**config.mk**
```make
export PLATFORM = sky130hd
export DESIGN_NAME = clk_tick_gen_multi
export DESIGN_NICKNAME = d
export VERILOG_FILES = /design/src/rtl/clk_tick_gen_multi.sv
export SDC_FILE = /design/constraint.sdc
export NUM_CORES = 1
export LEC_CHECK = 0
export CAP_MARGIN = 10
export CORE_MARGIN = 2
export CORE_UTILIZATION = 55
export DETAILED_ROUTE_END_ITERATION = 8
export PLACE_DENSITY = 0.83
export SLEW_MARGIN = 10
export SYNTH_ARGS = -nofsm -noshare
export SYNTH_HDL_FRONTEND = slang
export SYNTH_SLANG_ARGS = --single-unit
export TNS_END_PERCENT = 50
```
**constraint.sdc**
```tcl
create_clock -name clk -period 3 [get_ports clk]
set_clock_uncertainty 0.2 [all_clocks]
set_input_delay 0.45 -clock clk [delete_from_list [all_inputs] [get_ports clk]]
set_output_delay 0.45 -clock clk [all_outputs]
set_load 0.005 [all_outputs]
```
**src/rtl/clk_tick_gen_multi.sv**
```systemverilog
// Multi-channel tick / divided-clock generator with per-channel runtime divisors.
// Latency: first tick registered div_act+1 edges after a channel starts at cnt=0; div_rd lags one cycle.
// Backpressure: none; config writes always accepted; active divisor changes only at a period boundary.
module clk_tick_gen_multi #(
    parameter int NUM_CH      = 4,
    parameter int CNT_W       = 16,
    parameter int DEFAULT_DIV = 49999
) (
    input  logic                      clk,
    input  logic                      rst,
    input  logic [NUM_CH-1:0]         ch_en,
    input  logic                      sync,
    input  logic                      cfg_we,
    input  logic [$clog2(NUM_CH)-1:0] cfg_ch,
    input  logic [CNT_W-1:0]          cfg_div,
    output logic [NUM_CH-1:0]         cfg_pending,
    output logic [CNT_W-1:0]          div_rd,
    output logic [NUM_CH-1:0]         tick,
    output logic [NUM_CH-1:0]         clk_out
);

    localparam logic [CNT_W-1:0] DIV_RST = CNT_W'(DEFAULT_DIV);

    logic [CNT_W-1:0]  cnt_q      [NUM_CH];
    logic [CNT_W-1:0]  cnt_d      [NUM_CH];
    logic [CNT_W-1:0]  div_act_q  [NUM_CH];
    logic [CNT_W-1:0]  div_act_d  [NUM_CH];
    logic [CNT_W-1:0]  div_pend_q [NUM_CH];
    logic [CNT_W-1:0]  div_pend_d [NUM_CH];
    logic [NUM_CH-1:0] pend_q;
    logic [NUM_CH-1:0] pend_d;
    logic [NUM_CH-1:0] tick_q;
    logic [NUM_CH-1:0] tick_d;
    logic [NUM_CH-1:0] clk_out_q;
    logic [NUM_CH-1:0] clk_out_d;
    logic [CNT_W-1:0]  div_rd_q;
    logic [CNT_W-1:0]  div_rd_d;
    logic [NUM_CH-1:0] apply;

    // Per-channel next state: disable beats sync beats counting; a period boundary
    // (wrap, disable or sync) is the only point where a pending divisor becomes active.
    always_comb begin
        cnt_d      = cnt_q;
        div_act_d  = div_act_q;
        div_pend_d = div_pend_q;
        pend_d     = pend_q;
        tick_d     = '0;
        clk_out_d  = clk_out_q;
        apply      = '0;
        for (int i = 0; i < NUM_CH; i++) begin
            if (!ch_en[i] || sync) begin
                cnt_d[i]     = '0;
                clk_out_d[i] = 1'b0;
                apply[i]     = pend_q[i];
            end else if (cnt_q[i] == div_act_q[i]) begin
                cnt_d[i]     = '0;
                tick_d[i]    = 1'b1;
                clk_out_d[i] = ~clk_out_q[i];
                apply[i]     = pend_q[i];
            end else begin
                cnt_d[i]     = cnt_q[i] + CNT_W'(1);
            end
            if (apply[i]) begin
                div_act_d[i] = div_pend_q[i];
                pend_d[i]    = 1'b0;
            end
            // A write landing on a boundary edge re-arms pend after the old value is applied.
            if (cfg_we && (32'(cfg_ch) == i)) begin
                div_pend_d[i] = cfg_div;
                pend_d[i]     = 1'b1;
            end
        end
    end

    // Readback of the active divisor; unmapped channel numbers read as zero.
    always_comb begin
        div_rd_d = '0;
        if (32'(cfg_ch) < NUM_CH) begin
            div_rd_d = div_act_q[cfg_ch];
        end
    end

    // State registers with synchronous reset; reset aborts any period in flight.
    always_ff @(posedge clk) begin
        if (rst) begin
            for (int i = 0; i < NUM_CH; i++) begin
                cnt_q[i]      <= '0;
                div_act_q[i]  <= DIV_RST;
                div_pend_q[i] <= DIV_RST;
            end
            pend_q    <= '0;
            tick_q    <= '0;
            clk_out_q <= '0;
            div_rd_q  <= DIV_RST;
        end else begin
            cnt_q      <= cnt_d;
            div_act_q  <= div_act_d;
            div_pend_q <= div_pend_d;
            pend_q     <= pend_d;
            tick_q     <= tick_d;
            clk_out_q  <= clk_out_d;
            div_rd_q   <= div_rd_d;
        end
    end

    assign cfg_pending = pend_q;
    assign div_rd      = div_rd_q;
    assign tick        = tick_q;
    assign clk_out     = clk_out_q;

endmodule

```
==> impl_metrics.ini <==
[clock_tree]
cts.reportedPaths.clkPinSlew_ns = 0.06
clockBufferDepth = 3
cts.sinks = 220
post_cts_resized = 0
insertion_delay_ns = 0.50
cts_setup_buffers = 0
cts_hold_buf = 0
h-tree-depth = 1
tritoncts = built
cts_root_buffer = clkbuf_16
cts_buffers = 23

[synth]
synth_simple_gate_area_share_pct = 18.3
muxShareOfSynthArea_pct = 3.85
syn-instance-count = 980
yosys-top-cells-area = dfxtp_1 (47%), xor2_1 (7.5%), nand2_1 (5.5%), xnor2_1 (4.1%), mux4_2 (3.8%)
synthAdderAreaFrac_pct = 0.534
syn_nets = 1010
synth.distinct_cells = 43
synth_top_family_by_area = simple AND/OR/NAND/NOR gates
synthFlopType = dfxtp_1
synth_top_area_share_pct = 47.0
async_flop_share_pct = 0
synth-compound-area-share_pct = 13.2
synth_xor_xnor_area_share_pct = 11.6
synth_top_cell_by_area = dfxtp_1
seq_area_frac_synth_pct = 47.0
ys_ff_latch = 220
yosysWarnings = 0
synth.avg_cell_area_um2 = 9.56
synth_edf_count = 0
syn-cell-area_um2 = 9370

[min_path]
min_path_type = primary input to register
holdPathEnd = div_pend_q[60]$_SDFFE_PP0P_
hold_start = rst
hold_depth = 2

[global_route]
grt_first_pass_wirelength_um = 36700
grt_usage_pct = 25.7
antenna_found_initial = 0
overflow = 0
grt_max_degree = 46
grt_pass1_vias = 6874

[detailed_routing]
route.met3.wl_um = 1850
via_per_inst = 5.76
vias = 7248
wl_met1_um = 9600
firstDrtPassIters = 5
drc = 0
maxUsedRoutingLayer = met4
avgRoutedWirePerCell_um = 18.2
wl_met2_um = 10500
ant_nets = 0
drt_iter0_markers = 616
finalWirelength_um = 23000

[run_status]
status = complete, no violations

[setup_path]
r2r_slack_ns = 0.55
worstReg2RegEnd = div_act_q[3]$_SDFFE_PP1P_
cpMaxStageDelayCell = a31oi_4
required_ns = 3.21
crit_type = register to register
cpPeakStageDelay_ns = 0.63
path_cells = xor2_1, nor4_1, nand4_2, a31oi_4, a2bb2oi_1
critPathMaxFanout = 16
worstSetupEndpointType = register
r2r-start = div_act_q[8]$_SDFFE_PP1P_
r2r_cells = 5
cp.arrival_ns = 2.66
critPathLaunchType = register

[power]
ir_drop_mv = 0.413
leakage_uw = 0.00398
p_per_area_nw_per_um2 = 557

[sta]
rsz0062_at_grt = no
setup_viol_count_final = 0
maxSlewViolCount = 0
tns_ns = 0
clock.fmax_mhz = 409
hold_slack_ns = 0.142
relSlewSlack_pct = 40.4
period_share_pct = 81.5
period_needed_ns = 2.45
worstMarginPinSlew_ns = 0.892
finalHoldViolations = 0

[layout]
fill_cells = 1299
final_common_cell = dfxtp_1
fin_area_um2 = 10800
areaGrowthSynthToFinish_pct = 14.9
diodes = 0
final_nets = 1055
drive_gt1_share_pct = 10.5
mostFrequentLayoutCells = dfxtp_1 (220), nand2_1 (137), nor2_1 (84), xor2_1 (80), inv_1 (66)

[floorplanning]
core-area_um2 = 16600
rows = 47
fp.dieH_um = 135
initial_core_util_pct = 56.3
io_pins = 54
die_w_um = 135
dieArea_um2 = 18100

[place]
gp_congestion = 0.891
portBuffers = 53
place_area_um2 = 10100
dp_hpwl_um = 16400

[flow_run]
cap_violations = 0
-- cell usage after synthesis, types with 7 or more instances --
| cell | count |
|---|---|
| and2_1 | 8 |
| nor2_1 | 84 |
| buf_2 | 11 |
| a2bb2oi_2 | 9 |
| o2bb2ai_1 | 21 |
| xor2_1 | 80 |
| a2bb2oi_1 | 18 |
| inv_1 | 67 |
| a41oi_1 | 7 |
| xnor2_1 | 44 |
| and3_1 | 15 |
| mux4_2 | 16 |
| nand4_1 | 18 |
| clkbuf_1 | 29 |
| o311ai_1 | 7 |
| or2_2 | 11 |
| nor3b_1 | 8 |
| nand3_1 | 34 |
| o211ai_1 | 45 |
| a21oi_1 | 28 |
| dfxtp_1 | 220 |
| nand2_1 | 137 |
-- how the worst max path moves through the flow --
stage	slack [ns]	startpoint	end	cells after the start
final	0.55	div_act_q[8]$_SDFFE_PP1P_	div_act_q[3]$_SDFFE_PP1P_	5
after global routing	0.46	div_act_q[0]$_SDFFE_PP1P_	div_act_q[3]$_SDFFE_PP1P_	5
after CTS	0.58	div_act_q[9]$_SDFFE_PP1P_	div_act_q[3]$_SDFFE_PP1P_	5
after detailed placement	0.41	sync	div_act_q[0]$_SDFFE_PP1P_	4
after global placement	0.46	sync	div_act_q[15]$_SDFFE_PP1P_	4
after floorplan	1.08	cnt_q[37]$_SDFF_PP0_	div_act_q[36]$_SDFFE_PP0P_	7
-- per-stage QoR --
stage | cells | power (uW) | util (%) | setup WS (ns)
6_report | 1259 | 5990 | 64.7 | 0.555
5_1_grt | 1259 | 6170 | 64.7 | 0.457
4_1_cts | 1259 | 6000 | 64.7 | 0.580
3_5_place_dp | 1220 | 3390 | 60.5 | 0.408
3_3_place_gp | 1220 | 3380 | 60.5 | 0.459
2_1_floorplan | 980 | 3260 | - | 1.08
-- kinds of logic (layout without fill, tap and decap cells) --
logic type / Yosys count / count (layout)
XOR/XNOR: 124 / 124
AO/OA/AOI/OAI: 146 / 146
buffers and inverters: 119 / 178
flip-flops: 220 / 220
multiplexers: 16 / 16
AND/OR/NAND/NOR: 351 / 351
adder cells (fa/ha/maj): 4 / 4
-- flip-flops by register name, indices dropped and copies added, names as in the netlist --
register,count
clk_out,4
div_rd,16
tick,4
cnt_q,64
div_act_q,64
div_pend_q,64
cfg_pending,4
-- per-layer routing --
metal,vias up,track usage (%)
met5,-,0
met4,0,10.6
met3,66,4.32
met2,290,40.9
met1,3450,34.9
li1,3442,-
-- power breakdown --
| group | internal (uW) | switching [uW] | total, uW | leakage [uW] |
|---|---|---|---|---|
| clock network | 1550 | 1100 | 2660 | 0.000349 |
| logic | 126 | 199 | 325 | 0.00185 |
| registers | 2970 | 35.8 | 3010 | 0.00178 |
-- area by class of cell --
type	instances	area, um2	area share, %
repair buffers	72	681	6.32
well taps	220	275	2.56
flip-flops and latches	220	4400	40.9
multi-input cells	641	4450	41.4
clock buffers	35	681	6.32
clock inverters	4	20.0	0.186
inverters	67	251	2.34
-- critical path: cells and delay by family, from the launching register on --
family | cells | cell delay [ns]
simple gates | 2 | 0.71
flops | 1 | 0.48
compound gates | 2 | 0.86
xor+xnor | 1 | 0.12
Power figures use the tool's default switching activity.
